--- src/rtl/riscv_pkg.sv ---
// Shared load/store encodings: funct3 access sizes, LSU FSM states and the
// alignment rule used to reject an access before it reaches memory.
package riscv_pkg;

    localparam int LSU_W = 32;

    localparam logic [2:0] LS_B  = 3'b000;
    localparam logic [2:0] LS_H  = 3'b001;
    localparam logic [2:0] LS_W  = 3'b010;
    localparam logic [2:0] LS_BU = 3'b100;
    localparam logic [2:0] LS_HU = 3'b101;

    typedef enum logic [1:0] {
        ST_IDLE   = 2'b00,
        ST_ACCESS = 2'b01,
        ST_RESP   = 2'b10
    } lsu_state_e;

    // Unknown sizes are rejected the same way as misaligned ones.
    function automatic logic ls_fault(input logic [2:0] f3, input logic [1:0] off);
        logic bad;
        case (f3)
            LS_B, LS_BU: bad = 1'b0;
            LS_H, LS_HU: bad = off[0];
            LS_W:        bad = (off != 2'b00);
            default:     bad = 1'b1;
        endcase
        return bad;
    endfunction

endpackage

--- src/rtl/lsu_align.sv ---
// Byte-lane steering for the LSU: store strobes/replicated data on the
// request side, byte/half extraction with sign or zero extension on the load side.
module lsu_align
    import riscv_pkg::*;
(
    input  logic [1:0]       st_off,
    input  logic [2:0]       st_size,
    input  logic [LSU_W-1:0] st_data,
    output logic [3:0]       st_strb,
    output logic [LSU_W-1:0] st_lane,
    input  logic [1:0]       ld_off,
    input  logic [2:0]       ld_size,
    input  logic [LSU_W-1:0] ld_word,
    output logic [LSU_W-1:0] ld_ext
);

    logic [7:0]  ld_byte_s;
    logic [15:0] ld_half_s;

    // Store side: strobe from offset, data replicated into every lane.
    always_comb begin
        st_strb = 4'b0000;
        st_lane = {LSU_W{1'b0}};
        case (st_size)
            LS_B, LS_BU: begin
                st_strb = 4'b0001 << st_off;
                st_lane = {4{st_data[7:0]}};
            end
            LS_H, LS_HU: begin
                st_strb = 4'b0011 << st_off;
                st_lane = {2{st_data[15:0]}};
            end
            LS_W: begin
                st_strb = 4'b1111;
                st_lane = st_data;
            end
            default: begin
                st_strb = 4'b0000;
                st_lane = {LSU_W{1'b0}};
            end
        endcase
    end

    // Load side: pick the addressed lane, then extend to full width.
    always_comb begin
        case (ld_off)
            2'b00:   ld_byte_s = ld_word[7:0];
            2'b01:   ld_byte_s = ld_word[15:8];
            2'b10:   ld_byte_s = ld_word[23:16];
            2'b11:   ld_byte_s = ld_word[31:24];
            default: ld_byte_s = 8'h00;
        endcase
        if (ld_off[1]) begin
            ld_half_s = ld_word[31:16];
        end else begin
            ld_half_s = ld_word[15:0];
        end
        case (ld_size)
            LS_B:    ld_ext = {{24{ld_byte_s[7]}}, ld_byte_s};
            LS_BU:   ld_ext = {24'h000000, ld_byte_s};
            LS_H:    ld_ext = {{16{ld_half_s[15]}}, ld_half_s};
            LS_HU:   ld_ext = {16'h0000, ld_half_s};
            LS_W:    ld_ext = ld_word;
            default: ld_ext = {LSU_W{1'b0}};
        endcase
    end

endmodule

--- src/rtl/load_store_unit.sv ---
// Single-access data-memory LSU: accepts a load/store in IDLE, holds mem_req
// until mem_ready or timeout, and returns the extended load result.
module load_store_unit
    import riscv_pkg::*;
#(
    parameter int XLEN    = 32,
    parameter int TIMEOUT = 16
) (
    input  logic            clk,
    input  logic            rst,
    input  logic            rd_en,
    input  logic            wr_en,
    input  logic [XLEN-1:0] addr,
    input  logic [XLEN-1:0] wdata,
    input  logic [2:0]      funct3,
    output logic            stall,
    output logic            ld_valid,
    output logic [XLEN-1:0] ld_data,
    output logic            fault_mis,
    output logic            fault_bus,
    output logic            mem_req,
    output logic            mem_we,
    output logic [XLEN-1:0] mem_addr,
    output logic [3:0]      mem_wstrb,
    output logic [XLEN-1:0] mem_wdata,
    input  logic            mem_ready,
    input  logic [XLEN-1:0] mem_rdata
);

    localparam int CNT_W = $clog2(TIMEOUT);

    lsu_state_e      state_q, state_d;
    logic [CNT_W-1:0] cnt_q, cnt_d;
    logic [1:0]      off_q, off_d;
    logic [2:0]      size_q, size_d;
    logic            ld_valid_q, ld_valid_d;
    logic [XLEN-1:0] ld_data_q, ld_data_d;
    logic            fault_mis_q, fault_mis_d;
    logic            fault_bus_q, fault_bus_d;
    logic            mem_req_q, mem_req_d;
    logic            mem_we_q, mem_we_d;
    logic [XLEN-1:0] mem_addr_q, mem_addr_d;
    logic [3:0]      mem_wstrb_q, mem_wstrb_d;
    logic [XLEN-1:0] mem_wdata_q, mem_wdata_d;

    logic [3:0]      st_strb_s;
    logic [XLEN-1:0] st_lane_s;
    logic [XLEN-1:0] ld_ext_s;
    logic            req_s;

    assign req_s = rd_en | wr_en;

    lsu_align u_align (
        .st_off  (addr[1:0]),
        .st_size (funct3),
        .st_data (wdata),
        .st_strb (st_strb_s),
        .st_lane (st_lane_s),
        .ld_off  (off_q),
        .ld_size (size_q),
        .ld_word (mem_rdata),
        .ld_ext  (ld_ext_s)
    );

    // Next-state and next-output logic for the access FSM.
    always_comb begin
        state_d     = state_q;
        cnt_d       = cnt_q;
        off_d       = off_q;
        size_d      = size_q;
        ld_valid_d  = 1'b0;
        ld_data_d   = ld_data_q;
        fault_mis_d = 1'b0;
        fault_bus_d = 1'b0;
        mem_req_d   = mem_req_q;
        mem_we_d    = mem_we_q;
        mem_addr_d  = mem_addr_q;
        mem_wstrb_d = mem_wstrb_q;
        mem_wdata_d = mem_wdata_q;
        case (state_q)
            ST_IDLE: begin
                if (req_s && ls_fault(funct3, addr[1:0])) begin
                    fault_mis_d = 1'b1;
                end else if (req_s) begin
                    state_d     = ST_ACCESS;
                    cnt_d       = {CNT_W{1'b0}};
                    off_d       = addr[1:0];
                    size_d      = funct3;
                    mem_req_d   = 1'b1;
                    mem_we_d    = ~rd_en;
                    mem_addr_d  = {addr[XLEN-1:2], 2'b00};
                    // Loads never drive strobes or write data.
                    mem_wstrb_d = rd_en ? 4'b0000 : st_strb_s;
                    mem_wdata_d = rd_en ? {XLEN{1'b0}} : st_lane_s;
                end else begin
                    state_d = ST_IDLE;
                end
            end
            ST_ACCESS: begin
                if (mem_ready || (cnt_q == CNT_W'(TIMEOUT - 1))) begin
                    state_d     = mem_ready ? ST_RESP : ST_IDLE;
                    fault_bus_d = ~mem_ready;
                    ld_valid_d  = mem_ready & ~mem_we_q;
                    ld_data_d   = (mem_ready && !mem_we_q) ? ld_ext_s : ld_data_q;
                    cnt_d       = {CNT_W{1'b0}};
                    mem_req_d   = 1'b0;
                    mem_we_d    = 1'b0;
                    mem_addr_d  = {XLEN{1'b0}};
                    mem_wstrb_d = 4'b0000;
                    mem_wdata_d = {XLEN{1'b0}};
                end else begin
                    cnt_d = cnt_q + CNT_W'(1);
                end
            end
            ST_RESP: begin
                state_d = ST_IDLE;
            end
            default: begin
                state_d   = ST_IDLE;
                mem_req_d = 1'b0;
            end
        endcase
    end

    // State and registered outputs; reset drops mem_req immediately.
    always_ff @(posedge clk or negedge rst) begin
        if (!rst) begin
            state_q     <= ST_IDLE;
            cnt_q       <= {CNT_W{1'b0}};
            off_q       <= 2'b00;
            size_q      <= 3'b000;
            ld_valid_q  <= 1'b0;
            ld_data_q   <= {XLEN{1'b0}};
            fault_mis_q <= 1'b0;
            fault_bus_q <= 1'b0;
            mem_req_q   <= 1'b0;
            mem_we_q    <= 1'b0;
            mem_addr_q  <= {XLEN{1'b0}};
            mem_wstrb_q <= 4'b0000;
            mem_wdata_q <= {XLEN{1'b0}};
        end else begin
            state_q     <= state_d;
            cnt_q       <= cnt_d;
            off_q       <= off_d;
            size_q      <= size_d;
            ld_valid_q  <= ld_valid_d;
            ld_data_q   <= ld_data_d;
            fault_mis_q <= fault_mis_d;
            fault_bus_q <= fault_bus_d;
            mem_req_q   <= mem_req_d;
            mem_we_q    <= mem_we_d;
            mem_addr_q  <= mem_addr_d;
            mem_wstrb_q <= mem_wstrb_d;
            mem_wdata_q <= mem_wdata_d;
        end
    end

    // Stall covers the accept cycle combinationally, then the whole ACCESS phase.
    assign stall     = (state_q == ST_ACCESS) || ((state_q == ST_IDLE) && req_s);
    assign ld_valid  = ld_valid_q;
    assign ld_data   = ld_data_q;
    assign fault_mis = fault_mis_q;
    assign fault_bus = fault_bus_q;
    assign mem_req   = mem_req_q;
    assign mem_we    = mem_we_q;
    assign mem_addr  = mem_addr_q;
    assign mem_wstrb = mem_wstrb_q;
    assign mem_wdata = mem_wdata_q;

endmodule

--- config.mk ---
export PLATFORM = sky130hd
export DESIGN_NAME = load_store_unit
export DESIGN_NICKNAME = d
export VERILOG_FILES = /design/src/rtl/riscv_pkg.sv /design/src/rtl/lsu_align.sv /design/src/rtl/load_store_unit.sv
export SDC_FILE = /design/constraint.sdc
export NUM_CORES = 1
export LEC_CHECK = 0
export ABC_CLOCK_PERIOD_IN_PS = 1800
export CAP_MARGIN = 0
export CORE_ASPECT_RATIO = 0.75
export CORE_MARGIN = 5
export CORE_UTILIZATION = 41
export CTS_BUF_LIST = sky130_fd_sc_hd__clkbuf_4
export DETAILED_ROUTE_END_ITERATION = 7
export PLACE_DENSITY_LB_ADDON = 0.05
export SKIP_CTS_REPAIR_TIMING = 1
export SLEW_MARGIN = 10
export SYNTH_ARGS = -nofsm -noshare
export SYNTH_HDL_FRONTEND = slang
export SYNTH_SLANG_ARGS = --single-unit
--- constraint.sdc ---
create_clock -name clk -period 1.8 [get_ports clk]
set_input_delay 0.27 -clock clk [delete_from_list [all_inputs] [get_ports clk]]
set_output_delay 0.27 -clock clk [all_outputs]
set_load 0.05 [all_outputs]
==> results of run 1 <==
[through the flow]
stage | setup TNS, ps | util
after detailed placement | -23200 | 0.613
final | 0 | 0.658
after floorplan | 0 | -
after global placement | -19360 | 0.613
after CTS | -12380 | 0.632
after global routing | -148 | 0.658
[how the worst max path moves through the flow]
stage	to
after CTS	mem_addr[30]
final	mem_addr[3]
after floorplan	ld_data[16]
after detailed placement	off_q[1]
after global routing	mem_addr[23]
after global placement	off_q[1]
[per-layer routing]
layer  vias up  wire, um
li1       2428         -
met1      2517      7980
met2       206      8040
met3        11      1580
met4         0       146
met5         -         0
[flip-flops by register name, indices dropped and copies added (netlist names)]
register,count
mem_addr,30
mem_we,1
mem_wstrb,4
off_q,2
mem_wdata,32
ld_valid,1
fault_bus,1
fault_mis,1
mem_req,1
ld_data,32
size_q,3
cnt_q,4
state_q,2
[cells in the final DEF, fill, tap and decap left out, drive strengths merged, types with 2 or more instances in the layout]
master	n
a211oi	17
a21o	2
a21oi	36
a221oi	8
a22o	26
a31oi	2
a32o	7
and2	2
buf	110
clkbuf	27
clkdlybuf4s50	102
clkinv	8
conb	2
dfrtp	114
dlymetal6s2s	55
inv	32
mux2	12
mux2i	42
nand2	60
nand2b	3
nand3	2
nand4b	2
nor2	42
nor2b	15
nor3	5
nor3b	2
o211ai	2
o21ai	32
o22ai	8
o2bb2ai	12
or2	7
[synthesized netlist by cell type (all sizes together)]
cell       n  area share
nand4b     2      0.0032
xor2       1      0.0016
mux2      12       0.025
ha         1      0.0023
a21oi     36       0.034
or3        1      0.0011
a32o       7       0.013
inv       32       0.022
a211oi    17       0.023
o211ai     2      0.0027
a21o       2      0.0027
mux2i     42       0.077
o22ai      8       0.010
clkbuf    20       0.014
and3b      1      0.0016
a221oi     8       0.013
and4b      1      0.0018
nor4       1      0.0011
a31oi      2      0.0023
o21ai     32       0.029
nor2b     15       0.017
and2       2      0.0023
dfrtp    114        0.52
nand2     60       0.041
nor2      42       0.029
nand3      2      0.0018
nor3       5      0.0046
or2        7      0.0080
o31a       1      0.0016
a22o      26       0.042
nor3b      2      0.0048
o2bb2ai   12       0.019
buf       20       0.021
conb       1     0.00069
clkinv     1     0.00092
nand2b     3      0.0034
[power breakdown]
group	internal, mW	total (mW)	leakage [nW]	switching, mW
registers	3.42	4.00	1.45	0.582
logic	2.81	7.67	3.10	4.85
clock network	0.773	1.68	0.147	0.910
total	7.00	13.3	4.70	6.35
[layout make-up]
type                    count  area share
clock buffers              24      0.0210
clock inverters             8     0.00730
inverters                  33      0.0146
multi-input cells         355       0.273
flip-flops and latches    114       0.333
well taps                 171      0.0250
repair buffers            271       0.326
[cells by family (layout without fill, tap and decap cells)]
| kind of cell | count (synthesis) | count (layout) | synth area share |
|---|---|---|---|
| compound gates | 153 | 153 | 0.193 |
| xor+xnor | 1 | 1 | 0.00160 |
| fa+ha+maj | 1 | 1 | 0.00229 |
| buf+inv | 73 | 336 | 0.0575 |
| flops | 114 | 114 | 0.522 |
| mux | 54 | 54 | 0.102 |
| other cells | 1 | 2 | 0.000687 |
| simple gates | 144 | 144 | 0.121 |
==> impl_metrics.py, run 1 <==
metrics = {
    "routing": {
        "drtIter0Drc": 369,
        "route.detailed.drc": 0,
        "wl_mm": 17.8,
        "first_pass_iters": 4,
        "postRouteAntennaNets": 0,
        "routedWlPerCell_um": 18.2,
        "vias_per_cell": 5.29,
        "num_vias": 5162,
    },
    "timing": {
        "slew_headroom": 0.590,
        "min_period_over_period": 0.960,
        "fin_crit_ps": 1730,
        "final.setup.worst_slack_ps": 72.7,
        "worst_slew_pin_slew_ps": 614,
        "max_freq_ghz": 0.579,
        "final_max_slew_viol_count": 0,
        "fin_skew_ps": 20.2,
        "hold_viol": 0,
        "rsz0062_at_grt": "yes",
        "setup_viol": 0,
        "fin_hold_ws_ps": 153,
    },
    "final_layout": {
        "instances_no_fill": 976,
        "fillers": 1053,
        "area.sequential_sq_mm": 0.00285,
        "drive_gt1_frac": 0.215,
        "fin_area_sq_mm": 0.00857,
        "multi_input_comb_area_sq_mm": 0.00234,
        "diodes": 0,
        "syn_to_final_growth_pct": 56.8,
        "fin_nets": 897,
    },
    "logic_synthesis": {
        "synthesis.area_sq_mm": 0.00546,
        "yosysUniqueCellTypes": 41,
        "yosysWarnings": 0,
        "ys_seq_area_frac": 0.522,
        "syn_inst": 541,
        "synth-seq-cells": 114,
        "avgSynthCellArea_sq_um": 10.1,
    },
    "place": {
        "place_inst": 931,
        "place_congestion": 0.895,
        "place_ws_ps": -366,
        "placed_area_sq_mm": 0.00799,
        "dpl.hpwl_mm": 13.1,
        "port-buffer-count": 207,
    },
    "setup_path": {
        "r2r_setup_slack_ps": 70,
        "rr_worst_depth": 6,
        "critical-path-max-stage-delay_ps": 470,
        "crit_fanout": 8,
        "crit_buf_inv": 4,
        "path_depth": 6,
        "r2r-start": "state_q[0]",
        "crit_family": "buffers and inverters",
        "reg2reg_to": "mem_addr[3]",
        "cp-start-kind": "register",
        "critPathCaptureType": "register",
        "crit_path_cell_trace": "buf_6 -> buf_6 -> o211ai_1 -> clkbuf_16 -> clkbuf_16 -> mux2i_1",
        "cp.required_ps": 2240,
        "cpMaxStageDelayCell": "dfrtp_2",
        "worst-setup-path-type": "reg -> reg",
        "crit_arrival_ps": 2170,
        "critPathLaunch": "state_q[0]",
    },
    "global_route": {
        "grt_max_degree": 62,
        "grt_first_pass_wirelength_mm": 26.6,
        "grt-ovfl-total": 0,
        "grt_usage": 0.218,
        "grt_use_met1": 0.309,
        "top_usage_layer": "met2",
        "grtUsageMet3": 0.0626,
        "grt_pass1_vias": 5011,
        "use_met2": 0.327,
        "antenna_found_initial": 0,
    },
    "floorplan": {
        "dieArea_sq_mm": 0.0158,
        "die_w_um": 143,
        "core_sq_mm": 0.0130,
        "initial_core_util": 0.420,
        "ios": 210,
        "die_h_um": 110,
        "row_count": 36,
    },
    "hold_path": {
        "hold_path_class": "in -> async",
    },
    "power": {
        "p_total_mw": 13.3,
        "ir_worst_vdd_uv": 1010,
        "power.leakage_nw": 4.70,
        "p_per_area_mw_per_mm2": 1560,
    },
    "clock_network": {
        "cts_buffer_depth": 2,
        "cts_buffers": 17,
        "numClockSinks": 114,
        "clk_latency_ps": 530,
        "cts.htree.levels": 4,
        "cts_root_buf": "clkbuf_4",
        "path_clk_slew_ps": 100,
        "cts_tree": "done",
    },
    "status": {
        "status": "complete, no violations",
    },
    "flow_run": {
        "cap_violations": 0,
    },
}
(Power assumes the default switching activity.)
==> inputs of run 2 (changes only) <==
- PLACE_DENSITY: default -> 0.79
- PLACE_DENSITY_LB_ADDON: 0.05 -> default
==> run 2 against run 1 <==
Compared with the run above: clock skew down 8.6 ps; die area is the same; power is 0.40% lower; non-clock buffer count down 3; clock-buffer cell count fell by 6; combinational power shrank 2%; first-iteration DRC count is 0.54% higher; critical endpoint is now mem_addr[21]; largest cell class unchanged.
==> impl_metrics.py, run 2 (synthesis results as in run 1) <==
metrics = {
    "status": {
        "status": "complete, no violations",
    },
    "timing": {
        "final_max_slew_viol_count": 0,
        "fin_skew_ps": 11.6,
        "max_freq_ghz": 0.561,
        "setup_viol": 0,
        "worst_slew_pin_slew_ps": 643,
        "fin_crit_ps": 1780,
        "setup-tns-final_ps": 0,
        "rsz0062_at_grt": "yes",
        "min_period_over_period": 0.990,
        "slew_headroom": 0.571,
        "hold_viol": 0,
    },
    "clock_network": {
        "cts_tree": "done",
        "cts_buffer_depth": 2,
        "clk_latency_ps": 510,
        "cts_buffers": 17,
        "cts_root_buf": "clkbuf_4",
        "cts.htree.levels": 4,
        "path_clk_slew_ps": 100,
        "numClockSinks": 114,
    },
    "global_route": {
        "grt_pass1_vias": 5120,
        "grt_first_pass_wirelength_mm": 26.4,
        "grt_usage": 0.214,
        "grt-ovfl-total": 0,
        "grt_max_degree": 115,
        "antenna_found_initial": 1,
    },
    "floorplan": {
        "core_sq_mm": 0.0130,
        "initial_core_util": 0.420,
        "dieArea_sq_mm": 0.0158,
        "ios": 210,
        "die_h_um": 110,
        "die_w_um": 143,
        "row_count": 36,
    },
    "routing": {
        "first_pass_iters": 5,
        "drtIter0Drc": 371,
        "routedWlPerCell_um": 18.6,
        "route.detailed.drc": 0,
        "vias_per_cell": 5.27,
        "num_vias": 5130,
        "wl_mm": 18.1,
        "postRouteAntennaNets": 0,
    },
    "power": {
        "power.leakage_nw": 4.67,
        "ir_worst_vdd_uv": 941,
        "p_per_area_mw_per_mm2": 1560,
        "p_total_mw": 13.3,
    },
    "final_layout": {
        "syn_to_final_growth_pct": 56.2,
        "fillers": 1013,
        "fin_nets": 894,
        "final_util": 0.655,
        "drive_gt1_frac": 0.205,
        "final_cell_mix": "112 x dfrtp_1, 102 x clkdlybuf4s50_1, 89 x buf_4",
        "final_common_cell": "dfrtp_1",
        "area.sequential_sq_mm": 0.00286,
        "multi_input_comb_area_sq_mm": 0.00236,
    },
    "place": {
        "port-buffer-count": 207,
        "place_congestion": 0.948,
        "dpl.hpwl_mm": 13.0,
    },
    "setup_path": {
        "crit_family": "buffers and inverters",
        "cp-start-kind": "register",
        "cp.required_ps": 2200,
        "crit_arrival_ps": 2180,
        "crit_buf_inv": 3,
        "worst-setup-path-type": "reg -> reg",
        "critical-path-max-stage-delay_ps": 420,
        "critPathCaptureType": "register",
        "crit_fanout": 7,
        "crit_path_cell_trace": "buf_6 -> nor3b_4 -> nand2_2 -> o211ai_1 -> clkbuf_16 -> buf_12 -> mux2i_1",
        "cpMaxStageDelayCell": "dfrtp_1",
    },
    "flow_run": {
        "cap_violations": 0,
    },
    "hold_path": {
        "hold_path_class": "in -> reg",
    },
}
[run 2: layer usage]
metal / track usage / vias up / share of wire
met5: 0 / - / 0
met4: 0.0632 / 0 / 0.015
met3: 0.0709 / 24 / 0.087
met2: 0.339 / 221 / 0.47
met1: 0.283 / 2476 / 0.43
li1: - / 2409 / -
[run 2: cell type report]
cell class	instances	share of cell area
clock buffer	18	0.0158
inverter	33	0.0147
timing repair buffer	268	0.319
tap	171	0.0251
antenna	1	0.000293
clock inverter	13	0.0141
multi-input combinational	355	0.276
sequential	114	0.335
[run 2: where the power goes]
| part | internal, mW | switching [mW] | leakage, nW | total [mW] |
|---|---|---|---|---|
| sequential | 3.42 | 0.607 | 1.45 | 4.02 |
| combinational | 2.72 | 4.80 | 3.08 | 7.52 |
| clock | 0.805 | 0.947 | 0.138 | 1.75 |
| total | 6.94 | 6.35 | 4.67 | 13.3 |
[run 2: per-stage QoR]
step | std cells | hold slack, ps | cell area (sq um) | setup WS [ps]
final | 973 | 308 | 8530 | 18.4
after floorplan | 542 | -25.6 | 5480 | 3.19
after global routing | 973 | 270 | 8530 | -73.4
after global placement | 930 | 393 | 7940 | -322
after detailed placement | 930 | 402 | 7940 | -404
after CTS | 961 | -186 | 8190 | -253
[run 2: worst paths after layout]
path / slack, ps / cells past startpoint / startpoint / endpoint
min in group asynchronous: 360 / 3 / rst / ld_data[6]
setup reg to reg: 20 / 7 / state_q[1] / mem_addr[21]
hold reg to reg: 500 / 1 / mem_wstrb[2] / mem_wstrb[2]
hold / removal: 310 / 3 / addr[23] / mem_addr[23]
max in group asynchronous: 940 / 3 / rst / mem_wdata[15]
setup / recovery: 20 / 7 / state_q[1] / mem_addr[21]
[run 2: tightest hold or removal path: cells and delay by family]
family                 cells  cell delay, ps
buffers and inverters      1             400
multiplexers               1              50
AND/OR/NAND/NOR            1              60
==> inputs of run 3 (changes only) <==
- CORE_MARGIN: 5 -> default
- SLEW_MARGIN: 10 -> 20
==> run 3 against run 2 <==
Compared with the run above: die area fell by 12%; critical endpoint is now mem_wdata[30]; critical path type is now in -> reg; non-clock buffer count is 6 higher; power rose by 5.1%; routed wire length decreased by 4.5%; worst setup slack lost 14 ps; via count up 1.9%.
==> impl_metrics.py, run 3 (synthesis results as in run 1) <==
metrics = {
    "routing": {
        "route.detailed.drc": 0,
        "vias_per_cell": 5.34,
        "num_vias": 5226,
        "first_pass_iters": 5,
        "routedWlPerCell_um": 17.7,
        "drtIter0Drc": 319,
        "postRouteAntennaNets": 0,
        "wl_mm": 17.3,
    },
    "setup_path": {
        "cp-start-kind": "input pin",
        "crit_arrival_ps": 2160,
        "worst-setup-path-type": "in -> reg",
        "critical-path-max-stage-delay_ps": 460,
        "crit_path_cell_trace": "clkdlybuf4s50_1 -> o31a_1 -> o22ai_2 -> o211ai_1 -> buf_4 -> buf_8 -> buf_4 -> a22o_1",
        "rr_worst_depth": 8,
        "cp.required_ps": 2170,
        "critPathMostFrequentCell": "buf_4",
        "critPathCaptureType": "register",
        "reg2reg_to": "mem_wdata[30]",
        "r2r-start": "cnt_q[0]",
        "cpMaxStageDelayCell": "clkdlybuf4s50_1",
        "r2r_setup_slack_ps": 10,
        "crit_fanout": 7,
    },
    "timing": {
        "setup_viol": 0,
        "hold_viol": 0,
        "worst_slew_pin_slew_ps": 629,
        "max_freq_ghz": 0.557,
        "slew_headroom": 0.580,
        "fin_skew_ps": 16.7,
        "rsz0062_at_grt": "yes",
        "min_period_over_period": 0.997,
        "setup-tns-final_ps": 0,
        "fin_crit_ps": 1800,
        "final_max_slew_viol_count": 0,
        "fin_hold_ws_ps": 254,
    },
    "final_layout": {
        "fin_nets": 900,
        "diodes": 0,
        "final_cell_mix": "112 x dfrtp_1, 102 x clkdlybuf4s50_1, 88 x buf_4",
        "syn_to_final_growth_pct": 59.7,
        "drive_gt1_frac": 0.207,
        "final_common_cell": "dfrtp_1",
    },
    "floorplan": {
        "die_h_um": 102,
        "ios": 210,
        "initial_core_util": 0.421,
        "core_sq_mm": 0.0130,
        "row_count": 36,
        "dieArea_sq_mm": 0.0138,
        "die_w_um": 135,
    },
    "place": {
        "place_congestion": 0.847,
        "port-buffer-count": 207,
        "dpl.hpwl_mm": 12.4,
    },
    "global_route": {
        "grt_first_pass_wirelength_mm": 25.2,
        "grt-ovfl-total": 0,
        "grt_pass1_vias": 5107,
        "grt_max_degree": 45,
        "grt_usage": 0.239,
        "antenna_found_initial": 0,
    },
    "clock_network": {
        "cts.htree.levels": 4,
        "cts_root_buf": "clkbuf_4",
        "path_clk_slew_ps": 100,
        "clk_latency_ps": 500,
        "cts_buffers": 17,
        "cts_tree": "done",
        "cts_buffer_depth": 2,
        "numClockSinks": 114,
    },
    "power": {
        "power.internal_mw": 7.59,
        "power.leakage_nw": 4.86,
        "clock_power_share": 0.166,
        "power_switching_mw": 6.37,
        "pwr-share-comb": 0.545,
        "p_per_area_mw_per_mm2": 1600,
        "seqPwrFrac": 0.289,
        "swShare": 0.456,
        "ir_worst_vdd_uv": 973,
    },
    "hold_path": {
        "hold_path_class": "in -> async",
    },
    "flow_run": {
        "cap_violations": 0,
    },
    "status": {
        "status": "complete, no violations",
    },
}
run 3: cell types whose count changed in the layout (fill, tap and decap cells not counted), sizes merged:
cell,before,now
bufinv,2,6
dlymetal6s2s,63,69
clkinv,9,5
clkinvlp,3,2
clkbuf,20,21
diode,1,0
run 3: final cells by class:
cell class	instances	area, sq um
fillers	966	4250
clock buffers	19	143
multi-input cells	355	2350
well taps	171	214
inverters	33	125
flip-flops and latches	114	2860
clock inverters	12	213
repair buffers	274	2830
run 3: metrics by stage:
| step | total power, mW | utilization | setup slack (ps) | cells | area, sq um |
|---|---|---|---|---|---|
| 2_1_floorplan | 8.71 | - | 3.19 | 542 | 5480 |
| 3_3_place_gp | 11.3 | 0.615 | -326 | 932 | 7980 |
| 3_5_place_dp | 11.4 | 0.615 | -397 | 932 | 7980 |
| 4_1_cts | 13.8 | 0.642 | -226 | 963 | 8330 |
| 5_1_grt | 14.6 | 0.673 | -58.0 | 978 | 8720 |
| 6_report | 14.0 | 0.673 | 4.62 | 978 | 8720 |
run 3: power by group through the flow:
stage,Combinational (mW),Clock [mW],Sequential [mW]
finish,7.61,2.32,4.04
global route,7.99,2.49,4.14
CTS,7.37,2.37,4.04
detailed placement,7.35,0,4.08
global placement,7.21,0,4.05
floorplan,2.02,0,6.69
run 3: worst max-delay path by stage:
stage	startpoint	endpoint	cells after the start
after detailed placement	funct3[1]	mem_addr[24]	7
after floorplan	state_q[1]	ld_data[16]	7
after global routing	cnt_q[0]	mem_wdata[30]	8
final	funct3[2]	mem_wdata[30]	8
after global placement	funct3[1]	mem_addr[25]	7
after CTS	ld_data[25]	ld_data[25]	1
run 3: metal layers:
metal  global-route usage  wire length [um]  vias to the layer above
met5                    0                 0                        -
met2                0.374              8020                      233
met4               0.0769               234                        0
met1                0.327              7700                     2546
met3               0.0585              1330                       18
li1                     -                 -                     2429
run 3: worst max-delay path, delay by kind of cell:
family          cells  cell delay [ps]
buf+inv             4              920
compound gates      4              980
